File: src/rtl/bram_port_arbiter.sv
// bram_port_arbiter
// Shares one port of a split-mode 18K BRAM half among NUM_REQ requesters.
// Round-robin grant, one access per cycle, valid/ready on the request side and
// a one-hot read response one cycle after acceptance. An optional clear
// sequencer zero-fills the whole array after reset before any grant is given.

module bram_port_arbiter #(
    parameter int NUM_REQ        = 4,
    parameter int ABITS          = 10,
    parameter int DBITS          = 18,
    parameter int BE_WIDTH       = 2,
    parameter int CLEAR_ON_RESET = 1
) (
    input  logic                        CLK,
    input  logic                        RST,
    input  logic [NUM_REQ-1:0]          REQ_VALID,
    output logic [NUM_REQ-1:0]          REQ_READY,
    input  logic [NUM_REQ-1:0]          REQ_WE,
    input  logic [NUM_REQ*ABITS-1:0]    REQ_ADDR,
    input  logic [NUM_REQ*DBITS-1:0]    REQ_WDATA,
    input  logic [NUM_REQ*BE_WIDTH-1:0] REQ_BE,
    output logic [NUM_REQ-1:0]          RSP_VALID,
    output logic [DBITS-1:0]            RSP_RDATA,
    output logic                        BUSY,
    output logic [ABITS-1:0]            BRAM_ADDR,
    output logic [DBITS-1:0]            BRAM_WDATA,
    output logic                        BRAM_REN,
    output logic                        BRAM_WEN,
    output logic [BE_WIDTH-1:0]         BRAM_BE,
    input  logic [DBITS-1:0]            BRAM_RDATA
);

    // Width of a requester index; NUM_REQ is at least 2 so this is at least 1.
    localparam int PW = $clog2(NUM_REQ);

    localparam logic [PW:0]          NUM_REQ_W = (PW+1)'(NUM_REQ);
    localparam logic [PW-1:0]        LAST_REQ  = PW'(NUM_REQ - 1);
    localparam logic [ABITS-1:0]     LAST_ADDR = {ABITS{1'b1}};
    localparam logic [NUM_REQ-1:0]   REQ_ONE   = NUM_REQ'(1);
    localparam logic [BE_WIDTH-1:0]  BE_ALL    = {BE_WIDTH{1'b1}};

    typedef enum logic [0:0] {
        ST_CLEAR = 1'b0,
        ST_RUN   = 1'b1
    } state_e;

    localparam state_e RESET_STATE = (CLEAR_ON_RESET != 0) ? ST_CLEAR : ST_RUN;

    // Registered state and its next-state values
    state_e               state_q;
    state_e               state_d;
    logic [ABITS-1:0]     clr_cnt_q;
    logic [ABITS-1:0]     clr_cnt_d;
    logic [PW-1:0]        rr_ptr_q;
    logic [PW-1:0]        rr_ptr_d;
    logic [NUM_REQ-1:0]   rsp_valid_q;
    logic [NUM_REQ-1:0]   rsp_valid_d;

    // Arbitration results
    logic                 gnt_found_s;
    logic [PW-1:0]        gnt_idx_s;
    logic [PW:0]          cand_raw_s;
    logic [PW:0]          cand_s;

    // Per-requester views of the packed request buses
    logic [ABITS-1:0]     req_addr_a  [NUM_REQ];
    logic [DBITS-1:0]     req_wdata_a [NUM_REQ];
    logic [BE_WIDTH-1:0]  req_be_a    [NUM_REQ];

    for (genvar gi = 0; gi < NUM_REQ; gi++) begin : g_unpack
        assign req_addr_a[gi]  = REQ_ADDR[gi*ABITS +: ABITS];
        assign req_wdata_a[gi] = REQ_WDATA[gi*DBITS +: DBITS];
        assign req_be_a[gi]    = REQ_BE[gi*BE_WIDTH +: BE_WIDTH];
    end

    // Round-robin search: first valid requester at or above the pointer, wrapping.
    always_comb begin
        gnt_found_s = 1'b0;
        gnt_idx_s   = '0;
        cand_raw_s  = '0;
        cand_s      = '0;
        for (int k = 0; k < NUM_REQ; k++) begin
            cand_raw_s = {1'b0, rr_ptr_q} + (PW+1)'(k);
            if (cand_raw_s >= NUM_REQ_W) begin
                cand_s = cand_raw_s - NUM_REQ_W;
            end else begin
                cand_s = cand_raw_s;
            end
            if (!gnt_found_s && REQ_VALID[cand_s[PW-1:0]]) begin
                gnt_found_s = 1'b1;
                gnt_idx_s   = cand_s[PW-1:0];
            end else begin
                // an earlier candidate in the search order keeps the grant
            end
        end
    end

    // Next-state logic and BRAM port drive for the clear and run phases.
    // Nothing is granted or written while RST is high so a reset cycle is
    // never mistaken for a transfer by a requester.
    always_comb begin
        state_d     = state_q;
        clr_cnt_d   = clr_cnt_q;
        rr_ptr_d    = rr_ptr_q;
        rsp_valid_d = '0;
        REQ_READY   = '0;
        BRAM_ADDR   = '0;
        BRAM_WDATA  = '0;
        BRAM_BE     = '0;
        BRAM_REN    = 1'b0;
        BRAM_WEN    = 1'b0;
        case (state_q)
            ST_CLEAR: begin
                BRAM_ADDR = clr_cnt_q;
                BRAM_BE   = BE_ALL;
                BRAM_WEN  = ~RST;
                if (clr_cnt_q == LAST_ADDR) begin
                    // last word is written this cycle; the counter parks here
                    state_d = ST_RUN;
                end else begin
                    clr_cnt_d = clr_cnt_q + ABITS'(1);
                end
            end
            ST_RUN: begin
                if (gnt_found_s && !RST) begin
                    REQ_READY  = REQ_ONE << gnt_idx_s;
                    BRAM_ADDR  = req_addr_a[gnt_idx_s];
                    BRAM_WDATA = req_wdata_a[gnt_idx_s];
                    BRAM_WEN   = REQ_WE[gnt_idx_s];
                    BRAM_REN   = ~REQ_WE[gnt_idx_s];
                    BRAM_BE    = REQ_WE[gnt_idx_s] ? req_be_a[gnt_idx_s] : BE_ALL;
                    rsp_valid_d = REQ_WE[gnt_idx_s] ? '0 : (REQ_ONE << gnt_idx_s);
                    rr_ptr_d   = (gnt_idx_s == LAST_REQ) ? '0 : (gnt_idx_s + PW'(1));
                end else begin
                    rr_ptr_d = rr_ptr_q;
                end
            end
            default: begin
                state_d = RESET_STATE;
            end
        endcase
    end

    // State, clear counter, round-robin pointer and response flags.
    always_ff @(posedge CLK) begin
        if (RST) begin
            state_q     <= RESET_STATE;
            clr_cnt_q   <= '0;
            rr_ptr_q    <= '0;
            rsp_valid_q <= '0;
        end else begin
            state_q     <= state_d;
            clr_cnt_q   <= clr_cnt_d;
            rr_ptr_q    <= rr_ptr_d;
            rsp_valid_q <= rsp_valid_d;
        end
    end

    // A response launched just before a reset is dropped as soon as RST rises.
    assign RSP_VALID = rsp_valid_q & {NUM_REQ{~RST}};
    assign RSP_RDATA = BRAM_RDATA;
    assign BUSY      = (state_q == ST_CLEAR);

endmodule
File: config.mk
export PLATFORM = sky130hd
export DESIGN_NAME = bram_port_arbiter
export DESIGN_NICKNAME = d
export VERILOG_FILES = /design/src/rtl/bram_port_arbiter.sv
export SDC_FILE = /design/constraint.sdc
export NUM_CORES = 1
export LEC_CHECK = 0
export ABC_AREA = 1
export BUFFER_PORTS_ARGS = -buffer_cell sky130_fd_sc_hd__buf_2
export CAP_MARGIN = 20
export CORE_ASPECT_RATIO = 1.25
export CORE_MARGIN = 2
export CORE_UTILIZATION = 40
export DETAILED_ROUTE_END_ITERATION = 8
export PLACE_DENSITY = 0.83
export SYNTH_ARGS = -nofsm -noshare
export SYNTH_HDL_FRONTEND = slang
export SYNTH_SLANG_ARGS = --single-unit
export TNS_END_PERCENT = 5
File: constraint.sdc
create_clock -name CLK -period 2.4 [get_ports CLK]
set_input_delay 0.12 -clock CLK [delete_from_list [all_inputs] [get_ports CLK]]
set_output_delay 0.12 -clock CLK [all_outputs]
set_load 0.005 [all_outputs]
Word-level counts from Yosys, hierarchy flattened
Index checks and enable logic that the tools add are counted.
Storage, ports and cells
  register bits: 17
  input bits: 148
  output and inout bits: 59
  logic and storage cells: 91
Operators by class
  add/sub/neg operators: 9
  magnitude comparators: 10
  equality and inequality tests: 2
  shift-type cells: 1
  mux-type cells: 47
  bitwise operators: 7
  reductions and logical operators: 11
Operators with widths (count)
  $mux W18: 4
  $bmux W18 S2: 1
  $mux W10: 3
  $mux W2: 13
  $bmux W10 S2: 1
  $pmux W10 S2: 1
  $lt A2 B3 Y1 const B: 5
  $mux W1: 14
  $ge A3 B3 Y1 const B: 4
  $add A10 B1 Y10 const B: 1
  $bmux W1 S2: 5
  $eq A10 B10 Y1 const B: 1
  $mux W4: 2
  $sub A2 B1 Y2 const B: 4
  $add A2 B2 Y3 const B: 2
  $not A1 Y1: 5
  $and A4 B4 Y4: 1
  $bmux W2 S2: 1
  $logic_and A1 B1 Y1: 4
  $logic_not A1 Y1: 4
  $pmux W2 S2: 1
  $reduce_and A2 Y1: 2
  $reduce_or A4 Y1: 1
  $shl A1 B2 Y4 const A: 1
  other kinds (6): 6

Logic depth before layout (Yosys ltp)
Gate-level depths: netlist of the first run.
  depth after elaboration: 21
  mapped depth: 18
  gate-level depth less buffers: 15

Least setup slack after synthesis of the first run
Ideal clock, no wire load.
  path type: reg-to-reg
  from: register rr_ptr_q[0]
  to: register rr_ptr_q[1]
  library setup time: 0.119 ns
  arrival: 1.951 ns
  required time: 2.281 ns
  setup slack: 0.330 ns
  stages on the path, launching flop included: 16
  path buffers: 3
  period minus slack after synthesis: 2.070 ns
  cells stage by stage: dfxtp_1 > buf_6 > inv_4 > nand2_1 > nand2_2 > nand2_1 > inv_2 > nor2_1 > nand3_4 > nand3_2 > inv_1 > buf_4 > buf_4 > ha_1 > o21ai_0 > a21oi_1
On the way
  word-level cells in the longest chain between the ends: 16
  elaborated cells between the ends (all ways): 42
  classes of those cells: add/sub (8); order compare (4); eq/ne (1); mux (21); reduce/logical (8)
RTL lines
  start: declaration: RTL line 54  | logic [PW-1:0] rr_ptr_q;
  start signal: assignment: RTL line 154  | rr_ptr_q <= rr_ptr_d;
  parallel branches: the longest is 16 deep, another holds $add A2 B1 Y3
Parallel ways; which one is timed is not known. The select of a mux whose other input is x is not followed.
A chain may end at the register's enable or synchronous reset.

Worst setup path in the final report of the first run
  from: register rr_ptr_q[0]
  to: output port BRAM_WDATA[5]
On the way
  word-level cells in the longest chain between the ends: 20
  elaborated cells between the ends (all ways): 44
  classes of those cells: add/sub (7); order compare (4); mux (25); bitwise (1); reduce/logical (7)
RTL lines
  parallel branches: the longest is 18 deep, another holds $add A2 B1 Y3
  $mux W18 (*): RTL line 125  | if (gnt_found_s && !RST) begin
  $mux W18 (*): RTL line 112  | case (state_q)
  end: declaration: RTL line 26  | output logic [DBITS-1:0] BRAM_WDATA,
Mark *: on every way between the ends. The select of a mux whose other input is x is not followed.

==> results list, run 1 <==
- In the synthesized netlist, the cells that appear most often are 136 x nand2_1, 56 x nor2_1, 49 x inv_1.
- CP max FO: 7
- Longest Clk Path Bufs: 2
- Aggregate routed wire length: 10.4 mm
* Initial cell density of the core: 0.410
* Layout-stage area growth over the synthesis result: 52.8%
- Detailed-route via count: 3677
* Fraction of the yosys area taken by sequential cells: 0.137
- Critical R2R Capture: clr_cnt_q[8]$_SDFFE_PP0P_
- Layer carrying the most global-route usage: met2
- Wire length of the first global-routing pass: 14.5 mm
- Counting flops with a built-in enable in the synthesized netlist gives 0.
- The worst setup path is captured at an output pin.
* Post-CTS Hold Fix Bufs: 0
- Rows: 32
- After layout, the design draws a total of 0.00102 W.
* Number of setup violations in the final report: 2
* Number of nets produced by synthesis: 616
- Walking the worst path, the cells encountered are buf_6, nand2_1, nand2_1, nand2_1, nand2_2, nor2_4, nand3_4, nand3_4, buf_12, clkbuf_16, o211ai_1, a21oi_1, buf_2.
* Worst-case clock skew: 0.00190 ns
* Number of cells on the worst hold path: 2
- The final reports fail on negative setup slack.
- Area used by sequential logic in the layout: 348 um^2
- FFs w/ async S/R, synth: 0
- In this design, the critical path's most frequently occurring cell is nand2_1.
* Synthesis-stage register bit count: 17
- Met1 Use GR: 0.353
- At the worst endpoint, the required time is 2.28 ns.
- In this run the tightest slew margin relative to its limit is 0.660.
* Maximum frequency from static timing analysis: 0.412 GHz
* Net count, final: 776
- The total count of max-transition violations in the final report came to 0.
- The worst hold path belongs to the class primary input to flop.
- Residual DRC count: 0
- Average wire length per cell after detail routing: 14.7 um
* Via count of the first global-routing pass: 3206
- In this run the number of H-tree levels came out at 1.
- Tot GR Track Use: 0.268
- Setup TNS after final layout: -0.0361 ns
- Clock-pin slew was measured on the worst setup and hold paths at 0.07 ns.
* Number of clock sinks: 17
- By instance count, the leading cell after synthesis is nand2_1.
- For the pin with the worst max-slew slack, the measured transition is 0.505 ns.
* Count of nets left with antenna violations after detail routing: 0
- The final count of hold timing violations is 0.
- Summed over all instances, the cell type with the most area after synthesis is nand2_1.
- Top FF cell, synth: dfxtp_1
* Antenna Diode Count: 0
- Post-synth design cell area: 2490 um^2
* Start point of the worst min-delay path: RST
- Setup slack on the critical path of the routed design comes to -0.0269 ns.
- The first detailed-routing pass took 5 iterations.
* Root buffer selected by CTS: clkbuf_8
- Setup repair after global routing could not meet its margin everywhere.
- For met3 alone, demand over resource in global routing was 0.0451.
* Startpoint of the most critical register-to-register path: clr_cnt_q[1]$_SDFFE_PP0P_
* Port Buffer Count: 170
- Data arrives at the worst endpoint at 2.31 ns.
- By area the synthesized netlist is led by nand2_1 20%, dfxtp_1 14%, nand3_1 9.0%, nor2_1 8.4%, inv_1 7.4%.
- The core region is 6090 um^2.
- Max-cap violations in this run came to 0.
* Last weighted congestion value of the routability-driven placer: 0.909
- Setup CP Type: flop to output pin
- Number of cells traversed by the worst register-to-register path: 11
* Synth warnings: 0
- Synth Area per Inst: 5.38 um^2
- The worst hold path terminates at state_q$_SDFF_PP0_.
- Summed over all cells, the static leakage comes to 2.06 nW.
* FF-to-FF setup slack: 0.19 ns
* Power density relative to cell area: 268 nW/um^2
- Tightest hold margin: 0.198 ns
- Area of the die: 6880 um^2
- Dividing the final minimum period by the clock period gives 1.01.
* Insertion delay to the later sink of the worst-skew pair: 0.26 ns
- Largest net degree at the start of global routing: 32
- In the routed layout, each cell is associated on average with a via count of 5.20.
- Summing all multi-input logic gate instances after layout gives 1840 um^2.
- The floorplan step set the die height to 92.3 um.
- Longest individual stage delay on the worst path: 0.39 ns
- The run finished, with violations left.
- Startpoint Class: flop
* Post-route minimum period: 2.43 ns
* Synth Instances: 463
- Of the post-synthesis cell area, the dominant cell type holds 0.205.
- The number of antenna violations at the first check in global routing was 0.
* Distinct cells, synth: 28
* Detailed router's first-iteration violation count: 154
* Detailed placer's ending HPWL: 7.32 mm
- Buffers inserted during clock tree synthesis total 3.
* CTS tree: done
* Number of I/O pins: 207
- Counting the fill cells in the layout gives 597.
* Die Width: 74.6 um
- Highest-delay cell along the critical path: dfxtp_4
- In the final layout, the share of cells above drive strength 1 is 0.426.
- Remaining global-route overflow: 0
* Worst-case vdd ir drop: 0.358 mV
- Met2 Resource Use GR: 0.442
-- kinds of logic (layout without fill, tap and decap cells) --
logic type               count (synthesis)  count (layout)  share of synthesized area
XOR/XNOR                                 4               4                     0.0141
buffers and inverters                   98             256                      0.203
AND/OR/NAND/NOR                        263             264                      0.451
flip-flops                              17              17                      0.137
AO/OA/AOI/OAI                           76              76                      0.171
adder cells (fa/ha/maj)                  5               5                     0.0251
-- through the flow --
step / utilization / cell area, um^2 / worst slack [ns] / std cells
after floorplan: - / 2490 / 0.330 / 463
after global placement: 0.535 / 3260 / 0.0460 / 685
after detailed placement: 0.535 / 3260 / -0.0138 / 685
after CTS: 0.567 / 3450 / -0.0103 / 695
after global routing: 0.626 / 3810 / -0.0917 / 707
final: 0.626 / 3810 / -0.0269 / 707
-- worst max-delay path by stage --
stage | end | slack [ns] | start | depth (start not counted)
6_report | BRAM_WDATA[5] | -0.03 | rr_ptr_q[0]$_SDFFE_PP0P_ | 13
5_1_grt | BRAM_WDATA[0] | -0.09 | rr_ptr_q[0]$_SDFFE_PP0P_ | 14
4_1_cts | BRAM_WDATA[4] | -0.01 | rr_ptr_q[0]$_SDFFE_PP0P_ | 13
3_5_place_dp | BRAM_WDATA[5] | -0.01 | rr_ptr_q[0]$_SDFFE_PP0P_ | 14
3_3_place_gp | BRAM_WDATA[5] | 0.05 | rr_ptr_q[0]$_SDFFE_PP0P_ | 14
2_1_floorplan | rr_ptr_q[1]$_SDFFE_PP0P_ | 0.33 | rr_ptr_q[0]$_SDFFE_PP0P_ | 15
-- repair_timing --
item / 4_1_cts / 5_1_grt
pin swaps: 4 / 23
endpoints found under the setup margin: 36 / 36
gates cloned: 3 / 5
resized for setup: 16 / 67
buffers inserted: 3 / 8
-- worst max-delay path, delay by kind of cell, from the launching register on --
family	cells	cell delay, ns
AO/OA/AOI/OAI	2	0.30
buffers and inverters	4	0.58
AND/OR/NAND/NOR	7	0.77
flip-flops	1	0.39
-- power breakdown --
part	total [W]	switching, W	internal (W)
sequential	0.000288	0.00000425	0.000284
combinational	0.000512	0.000267	0.000245
clock	0.000221	0.000103	0.000118
-- flip-flops by register name, summed over array words and instances (netlist names) --
register,flops
clr_cnt_q,10
rsp_valid_q,4
rr_ptr_q,2
state_q,1
-- per-layer routing --
metal / vias up / part of all wire
li1: 1799 / -
met4: 0 / 0.020
met3: 27 / 0.10
met5: - / 0
met2: 234 / 0.48
met1: 1617 / 0.40
-- cell type report --
class	count	area share
clock buffer	4	0.0118
inverter	54	0.0585
multi-input combinational	349	0.482
sequential	17	0.0913
tap	85	0.0279
timing repair buffer	198	0.328
-- cell usage in the layout, fill, tap and decap left out, drive strengths merged, types with 3 or more instances in the layout --
| cell type | count |
|---|---|
| buf | 194 |
| nand2 | 142 |
| nor2 | 57 |
| inv | 52 |
| nand3 | 49 |
| a21oi | 29 |
| o21ai | 29 |
| o211ai | 18 |
| dfxtp | 17 |
| clkbuf | 8 |
| nand4 | 7 |
| nor3 | 7 |
| ha | 5 |
| xor2 | 3 |
(Power assumes the default switching activity.)
==> run 2, diff against run 1 <==
Settings changed: CORE_MARGIN 2 to not set.
==> run 2 against run 1 <==
The flow still finishes with violations (negative setup slack). Via count is 0.90% lower. First-iteration DRC count grew 39%. Clock power is 2% lower.
==> results list, run 2 (same netlist as run 1, synthesis figures left out) <==
- Most common cell after layout, fill and taps aside: buf_2 (unchanged)
- Layout-stage area growth over the synthesis result: 46.4% (was 52.8%)
- The critical-path cell with the highest stage delay is dfxtp_4 (unchanged).
- The residual overflow from global routing was 0 (unchanged).
- The hold buffer count at cts came to 0 (unchanged).
* Maximum frequency from static timing analysis: 0.408 GHz (was 0.412 GHz)
- Final critical-path share of the clock period: 1.02 (was 1.01)
* Residual DRC count: 0 (unchanged)
- The height of the chip came to 90.3 um (was 92.3 um).
* CTS tree: done (unchanged)
- Rows: 31 (was 32)
- The floorplan core area came to 5900 um^2 (was 6090 um^2).
* Number of clock sinks: 17 (unchanged)
- Share of final-layout standard cells stronger than drive strength 1: 0.374 (was 0.426)
- Top register by number of flip-flops: clr_cnt_q (unchanged)
* H-tree depth reported by CTS: 1 (unchanged)
* Clk slew on worst S/H paths: 0.06 ns (was 0.07 ns)
- Finished layout cell area: 3650 um^2 (was 3810 um^2)
- The x dimension of the die came to 72.6 um (was 74.6 um).
* Insertion delay to the later sink of the worst-skew pair: 0.26 ns (about the same)
- The number of top-level pins was 207 (unchanged).
- The number of DRC violations after detailed-routing iteration 0 came to 214 (was 154).
- Startpoint Class: flop (unchanged)
- Status: finished, violations left (unchanged)
- The sequential cell area is 348 um^2 (unchanged).
* Hold WC Path Type: primary input to flop (unchanged)
- The flip-flop count of the largest register, all copies and words added came to 10 (unchanged).
* Detailed-route via count: 3644 (was 3677)
- The effective utilization at floorplan came to 0.423 (was 0.410).
* Wire length of the first global-routing pass: 14.5 mm (about the same)
- Longest Clk Path Bufs: 2 (unchanged)
- The global placement routability congestion was 0.971 (was 0.909).
- Tot GR Track Use: 0.274 (was 0.268)
- Highest-count cells in the layout ignoring fill and taps: 170 x buf_2, 124 x nand2_1, 55 x nor2_1 (was 170 x buf_2, 119 x nand2_1, 50 x nor2_1)
- Largest registers in the final layout: clr_cnt_q (10), rsp_valid_q (4), rr_ptr_q (2) (unchanged).
- The leakage power was 2.02 nW (was 2.06 nW).
* Average wire length per cell after detail routing: 14.0 um (was 14.7 um)
- The measured slew at the worst slew-check pin came to 0.375 ns (was 0.505 ns).
- RSZ-0062 raised after global routing: yes (unchanged)
* Power density relative to cell area: 268 nW/um^2 (about the same)
- CP Capture Type: output pin (unchanged)
- Via count of the first global-routing pass: 3179 (was 3206)
- Antenna Diode Count: 0 (unchanged)
* Worst-case vdd ir drop: 0.259 mV (was 0.358 mV)
* Final-report hold violation count: 0 (unchanged)
- Routed vias/inst: 5.21 (was 5.20)
- FF-to-FF setup slack: 0.32 ns (was 0.19 ns)
- Root buffer selected by CTS: clkbuf_8 (unchanged)
* Port Buffer Count: 170 (unchanged)
* Post-route minimum period: 2.45 ns (was 2.43 ns)
- CP cell instances: inv_8, nand2_1, nand3_1, nand2_2, nor2_4, nand3_4, nand3_4, bufbuf_16, nand2_1, nand3_1, nand3_1, nand2_1, buf_2 (was buf_6, nand2_1, nand2_1, nand2_1, nand2_2, nor2_4, nand3_4, nand3_4, buf_12, clkbuf_16, o211ai_1, a21oi_1, buf_2).
* Area used by multi-input combinational logic: 1730 um^2 (was 1840 um^2)
* TritonCTS buffer count: 3 (unchanged)
- Aggregate routed wire length: 9.76 mm (was 10.4 mm)
- The remaining max-slew budget at the tightest pin is 0.748 (was 0.660).
- The overall die area was 6550 um^2 (was 6880 um^2).
- The pin count of the biggest net entering global routing was 39 (was 32).
- Number of antenna violations at the first check in global routing: 0 (unchanged)
- The final-layout fill cell count came to 580 (was 597).
* Number of setup violations in the final report: 2 (unchanged)
- The post-detailed-placement cell area is 3250 um^2 (was 3260 um^2).
* Detailed placer's ending HPWL: 7.01 mm (was 7.32 mm)
* Longest individual stage delay on the worst path: 0.38 ns (was 0.39 ns)
- The total count of max-transition violations in the final report came to 0 (unchanged).
- The type of the setup path with the least slack was flop to output pin (unchanged).
* Violations in the final reports: negative setup slack (unchanged)
- The critical path arrival came to 2.33 ns (was 2.31 ns).
- Data required time of the worst path: 2.28 ns (about the same)
- The net count of the finished layout was 771 (was 776).
- Drt pass-1 iters: 5 (unchanged)
- The number of nets with antenna violations after routing came to 0 (unchanged).
* Placement-stage worst setup slack: 0.0679 ns (was -0.0138 ns)
- CP max FO: 25 (was 7)
- # Max-Cap Violations: 0 (unchanged)
- The worst clock skew came to 0.00523 ns (was 0.00190 ns).
- Final worst-path setup slack: -0.0490 ns (was -0.0269 ns)
run 2: where the power goes:
group	switching [W]	leakage, nW	internal (W)
Combinational	0.000244	1.85	0.000227
Clock	0.0000985	0.0228	0.000118
Sequential	0.00000490	0.139	0.000284
run 2: metal layers:
metal  global-route usage  vias up  routed length (um)
met5                    0        -                   0
met4               0.0670        0                 188
met3               0.0246       16                 812
met2                0.473      202                4790
met1                0.362     1640                3970
li1                     -     1786                   -
run 2: cell type report:
class / instances / area share
clock buffers: 4 / 0.0123
inverters: 54 / 0.0604
multi-input cells: 348 / 0.474
flip-flops and latches: 17 / 0.0953
well taps: 82 / 0.0281
repair buffers: 194 / 0.330
run 2: per-stage QoR:
step	cells	TNS (ns)	utilization	power, W	hold WS, ns
2_1_floorplan	463	0	-	0.000550	0.199
3_3_place_gp	682	0	0.552	0.000678	0.240
3_5_place_dp	682	0	0.552	0.000683	0.240
4_1_cts	688	0	0.574	0.000922	0.197
5_1_grt	699	-3.89	0.619	0.00104	0.201
6_report	699	-0.0582	0.619	0.000977	0.195
run 2: worst paths after layout:
| check | start | to | depth (start not counted) |
|---|---|---|---|
| worst min-delay path | RST | state_q$_SDFF_PP0_ | 2 |
| worst max register to register | clr_cnt_q[1]$_SDFFE_PP0P_ | clr_cnt_q[8]$_SDFFE_PP0P_ | 11 |
| worst max-delay path | rr_ptr_q[0]$_SDFFE_PP0P_ | BRAM_ADDR[3] | 13 |
| worst min register to register | clr_cnt_q[8]$_SDFFE_PP0P_ | clr_cnt_q[8]$_SDFFE_PP0P_ | 2 |
run 2: worst max-delay path, delay by kind of cell (launching register included):
family	cells	cell delay, ns
buf+inv	3	0.54
simple gates	10	1.14
flops	1	0.38
run 2: repair_timing:
action,4_1_cts,5_1_grt
gates resized for setup,7,36
cloned,2,4
pin swaps,0,11
setup endpoints to repair,35,43
buffers inserted,0,7
==> run 3, diff against run 2 <==
Settings changed: RECOVER_POWER set to 100, TNS_END_PERCENT 5 to 30.
==> run 3 against run 2 <==
The flow still finishes with violations (negative setup slack). First-iteration DRC count grew 7.5%. Critical path type unchanged. Global-route usage is the same. Largest power group unchanged. Combinational power grew 6.6%. Register-to-register slack lost 0.03 ns. Design area grew 3.2%. Sequential power is essentially flat.
==> results list, run 3 (same netlist as run 1, synthesis figures left out) <==
- Filler instances: 557 (was 580)
* CP Capture Type: output pin (unchanged)
- Worst-case vdd ir drop: 0.259 mV (about the same)
- Rows: 31 (unchanged)
- Cell Area, Placed: 3250 um^2 (unchanged)
- The remaining max-slew budget at the tightest pin came to 0.743 (was 0.748).
- The type of the setup path with the least slack is flop to output pin (unchanged).
- Tightest hold margin: 0.192 ns (was 0.195 ns)
- The TritonCTS sink count is 17 (unchanged).
- Number of cells traversed by the worst register-to-register path: 15 (was 11)
- The total number of vias came to 3658 (was 3644).
* Remaining global-route overflow: 0 (unchanged)
* Tot GR Track Use: 0.274 (unchanged)
* Number of I/O pins: 207 (unchanged)
- Critical R2R Capture: rsp_valid_q[3]$_SDFF_PP0_ (was clr_cnt_q[8]$_SDFFE_PP0P_)
* Most common cell after layout, fill and taps aside: buf_2 (unchanged)
* Data arrival time of the worst path: 2.31 ns (was 2.33 ns)
* Hold WC Path Type: primary input to flop (unchanged)
* H-tree depth reported by CTS: 1 (unchanged)
- The power share of the combinational group was 0.498 (was 0.482).
* Post-route minimum period: 2.43 ns (was 2.45 ns)
- The floorplan core area came to 5900 um^2 (unchanged).
- The power dissipated by switching net loads was 0.000359 W (was 0.000347 W).
- Largest registers in the final layout: clr_cnt_q (10), rsp_valid_q (4), rr_ptr_q (2) (unchanged).
* Number of setup violations in the final report: 1 (was 2)
* Average wire length per cell after detail routing: 14.0 um (about the same)
- The non-filler instance count after layout came to 707 (was 699).
* Number of antenna violations at the first check in global routing: 0 (unchanged)
- The gate family responsible for the most delay along the worst path was simple AND/OR/NAND/NOR gates (unchanged).
* Highest-delay cell along the critical path: dfxtp_4 (unchanged)
- The number of antenna cells inserted is 0 (unchanged).
- The maximum net fanout on the critical path was 25 (unchanged).
* Switching share of power: 0.356 (about the same)
* Power share of the clock group: 0.215 (was 0.222)
* CP most frequent cell: nand2_1
* RSZ-0062 raised after global routing: yes (unchanged)
* Routed vias/inst: 5.17 (was 5.21)
- The source of the worst hold timing path was RST (unchanged).
- The total count of max-transition violations in the final report is 0 (unchanged).
- The height of the chip is 90.3 um (unchanged).
- Wire length of the first global-routing pass: 14.5 mm (unchanged)
- Fraction of the core area covered by cells at the end of the flow: 0.639 (was 0.619)
- CP cell instances: buf_6, nand2_1, nand2_2, nand2_4, nand2_2, nor2_4, nand3_4, nand3_4, bufbuf_16, nand2_1, nand3_1, nand3_1, nand2_1, buf_2 (was inv_8, nand2_1, nand3_1, nand2_2, nor2_4, nand3_4, nand3_4, bufbuf_16, nand2_1, nand3_1, nand3_1, nand2_1, buf_2)
- Longest individual stage delay on the worst path: 0.38 ns (about the same)
- The x dimension of the die was 72.6 um (unchanged).
* Top register by number of flip-flops: clr_cnt_q (unchanged)
- The number of buffers inserted during clock tree synthesis is 3 (unchanged).
* Reported leakage power: 2.06 nW (was 2.02 nW)
* # Max-Cap Violations: 0 (unchanged)
- The kind of start point of the critical path is a flop (unchanged).
- Aggregate routed wire length: 9.90 mm (was 9.76 mm)
- Largest net degree at the start of global routing: 39 (unchanged)
- The critical path buffer and inverter count was 3 (unchanged).
- Initial cell density of the core: 0.423 (unchanged)
* Port Buffer Count: 170 (unchanged)
- The worst reg-to-reg setup slack came to 0.29 ns (was 0.32 ns).
* Final worst-path setup slack: -0.0292 ns (was -0.0490 ns)
* Area used by sequential logic in the layout: 348 um^2 (unchanged)
- The measured slew at the worst slew-check pin came to 0.383 ns (was 0.375 ns).
- The fraction of power consumed by sequential logic was 0.287 (was 0.296).
- The final standard cell area without fillers is 3760 um^2 (was 3650 um^2).
- Highest-count cells in the layout ignoring fill and taps: 166 x buf_2, 120 x nand2_1, 55 x nor2_1 (was 170 x buf_2, 124 x nand2_1, 55 x nor2_1)
* Share of final-layout standard cells stronger than drive strength 1: 0.394 (was 0.374)
- The overall die area came to 6550 um^2 (unchanged).
* Net count, final: 779 (was 771)
- Number of cells on the worst hold path: 2 (unchanged)
- The source-to-sink clock delay at the later pin of the worst-skew pair is 0.26 ns (about the same).
- Worst-case clock skew: 0.00567 ns (was 0.00523 ns)
- The flip-flop count of the largest register, all copies and words added is 10 (unchanged).
- Violations in the final reports: negative setup slack (unchanged)
* CTS tree: done (unchanged)
- The via count of the first global-routing pass came to 3179 (unchanged).
* End of the worst hold path: clr_cnt_q[5]$_SDFFE_PP0P_ (was state_q$_SDFF_PP0_)
- Layout-stage area growth over the synthesis result: 51.1% (was 46.4%)
- The number of nets with antenna violations after routing came to 0 (unchanged).
* Final-report hold violation count: 0 (unchanged)
- Maximum frequency from static timing analysis: 0.412 GHz (was 0.408 GHz)
* Internal Power: 0.000649 W (was 0.000629 W)
* Residual DRC count: 0 (unchanged)
- Drt pass-1 iters: 5 (unchanged)
- Status: finished, violations left (unchanged)
- The number of DRC violations after detailed-routing iteration 0 came to 230 (was 214).
- Longest Clk Path Bufs: 2 (unchanged)
- The count of placed standard cells including taps came to 682 (unchanged).
- Area used by multi-input combinational logic: 1770 um^2 (was 1730 um^2)
* Final critical-path share of the clock period: 1.01 (was 1.02)
* Power density relative to cell area: 268 nW/um^2 (about the same)
- Startpoint of the most critical register-to-register path: rr_ptr_q[0]$_SDFFE_PP0P_ (was clr_cnt_q[1]$_SDFFE_PP0P_)
- Last weighted congestion value of the routability-driven placer: 0.971 (unchanged)
- The clock transition at the register clock pins on the worst setup and hold paths after CTS is 0.07 ns (was 0.06 ns).
- Data required time of the worst path: 2.28 ns (about the same)
* Root buffer selected by CTS: clkbuf_8 (unchanged)
- The post-DP HPWL was 7.01 mm (unchanged).
## run 3: cell types whose count changed in the layout (fill, tap and decap cells not counted), moves of 2 or more
cell and delta:
clkbuf_1 +2, o21ai_0 -2, buf_2 -4, nand2_2 +4, nand3_2 +5, buf_4 +5
o21ai_1 +2, nand3_1 -5, nand2_1 -4, clkbuf_2 +2
## run 3: final cells by class
class / instances / share of cell area
inverters: 54 / 0.0585
well taps: 82 / 0.0273
repair buffers: 202 / 0.341
multi-input cells: 348 / 0.469
flip-flops and latches: 17 / 0.0924
clock buffers: 4 / 0.0120
## run 3: metal layers
| metal | track usage | share of wire | up-vias | wire length (um) |
|---|---|---|---|---|
| li1 | - | - | 1799 | - |
| met1 | 0.362 | 0.40 | 1631 | 3940 |
| met2 | 0.473 | 0.49 | 214 | 4880 |
| met3 | 0.0246 | 0.093 | 14 | 916 |
| met4 | 0.0670 | 0.016 | 0 | 160 |
| met5 | 0 | 0 | - | 0 |
## run 3: power by group through the flow
| stage | sequential, W | combinational [W] | clock, W |
|---|---|---|---|
| 6_report | 0.000289 | 0.000502 | 0.000217 |
| 5_1_grt | 0.000290 | 0.000547 | 0.000232 |
| 4_1_cts | 0.000290 | 0.000414 | 0.000217 |
| 3_5_place_dp | 0.000298 | 0.000385 | 0 |
| 3_3_place_gp | 0.000297 | 0.000380 | 0 |
| 2_1_floorplan | 0.000296 | 0.000254 | 0 |
## run 3: metrics by stage
| step | TNS, ns | setup WS [ns] | total power (W) |
|---|---|---|---|
| final | -0.0292 | -0.0292 | 0.00101 |
| after global routing | -2.95 | -0.195 | 0.00107 |
| after CTS | 0 | 0.0102 | 0.000922 |
| after detailed placement | 0 | 0.0679 | 0.000683 |
| after global placement | 0 | 0.166 | 0.000678 |
| after floorplan | 0 | 0.330 | 0.000550 |
## run 3: timing repair
item | 4_1_cts | 5_1_grt
resized for setup | 7 | 51
endpoints found under the setup margin | 35 | 43
pin swaps | 0 | 13
setup buffers | 0 | 14
cloned | 2 | 5
hold buffers | 0 | 0
## run 3: worst max-delay path by stage
stage                                         from                  endpoint  depth (start not counted)
after global placement    rr_ptr_q[0]$_SDFFE_PP0P_                  BRAM_WEN                         15
final                     rr_ptr_q[0]$_SDFFE_PP0P_              BRAM_ADDR[3]                         14
after detailed placement  rr_ptr_q[0]$_SDFFE_PP0P_                  BRAM_WEN                         15
after CTS                 rr_ptr_q[0]$_SDFFE_PP0P_              BRAM_ADDR[0]                         15
after global routing      rr_ptr_q[0]$_SDFFE_PP0P_              BRAM_ADDR[3]                         13
after floorplan           rr_ptr_q[0]$_SDFFE_PP0P_  rr_ptr_q[1]$_SDFFE_PP0P_                         15
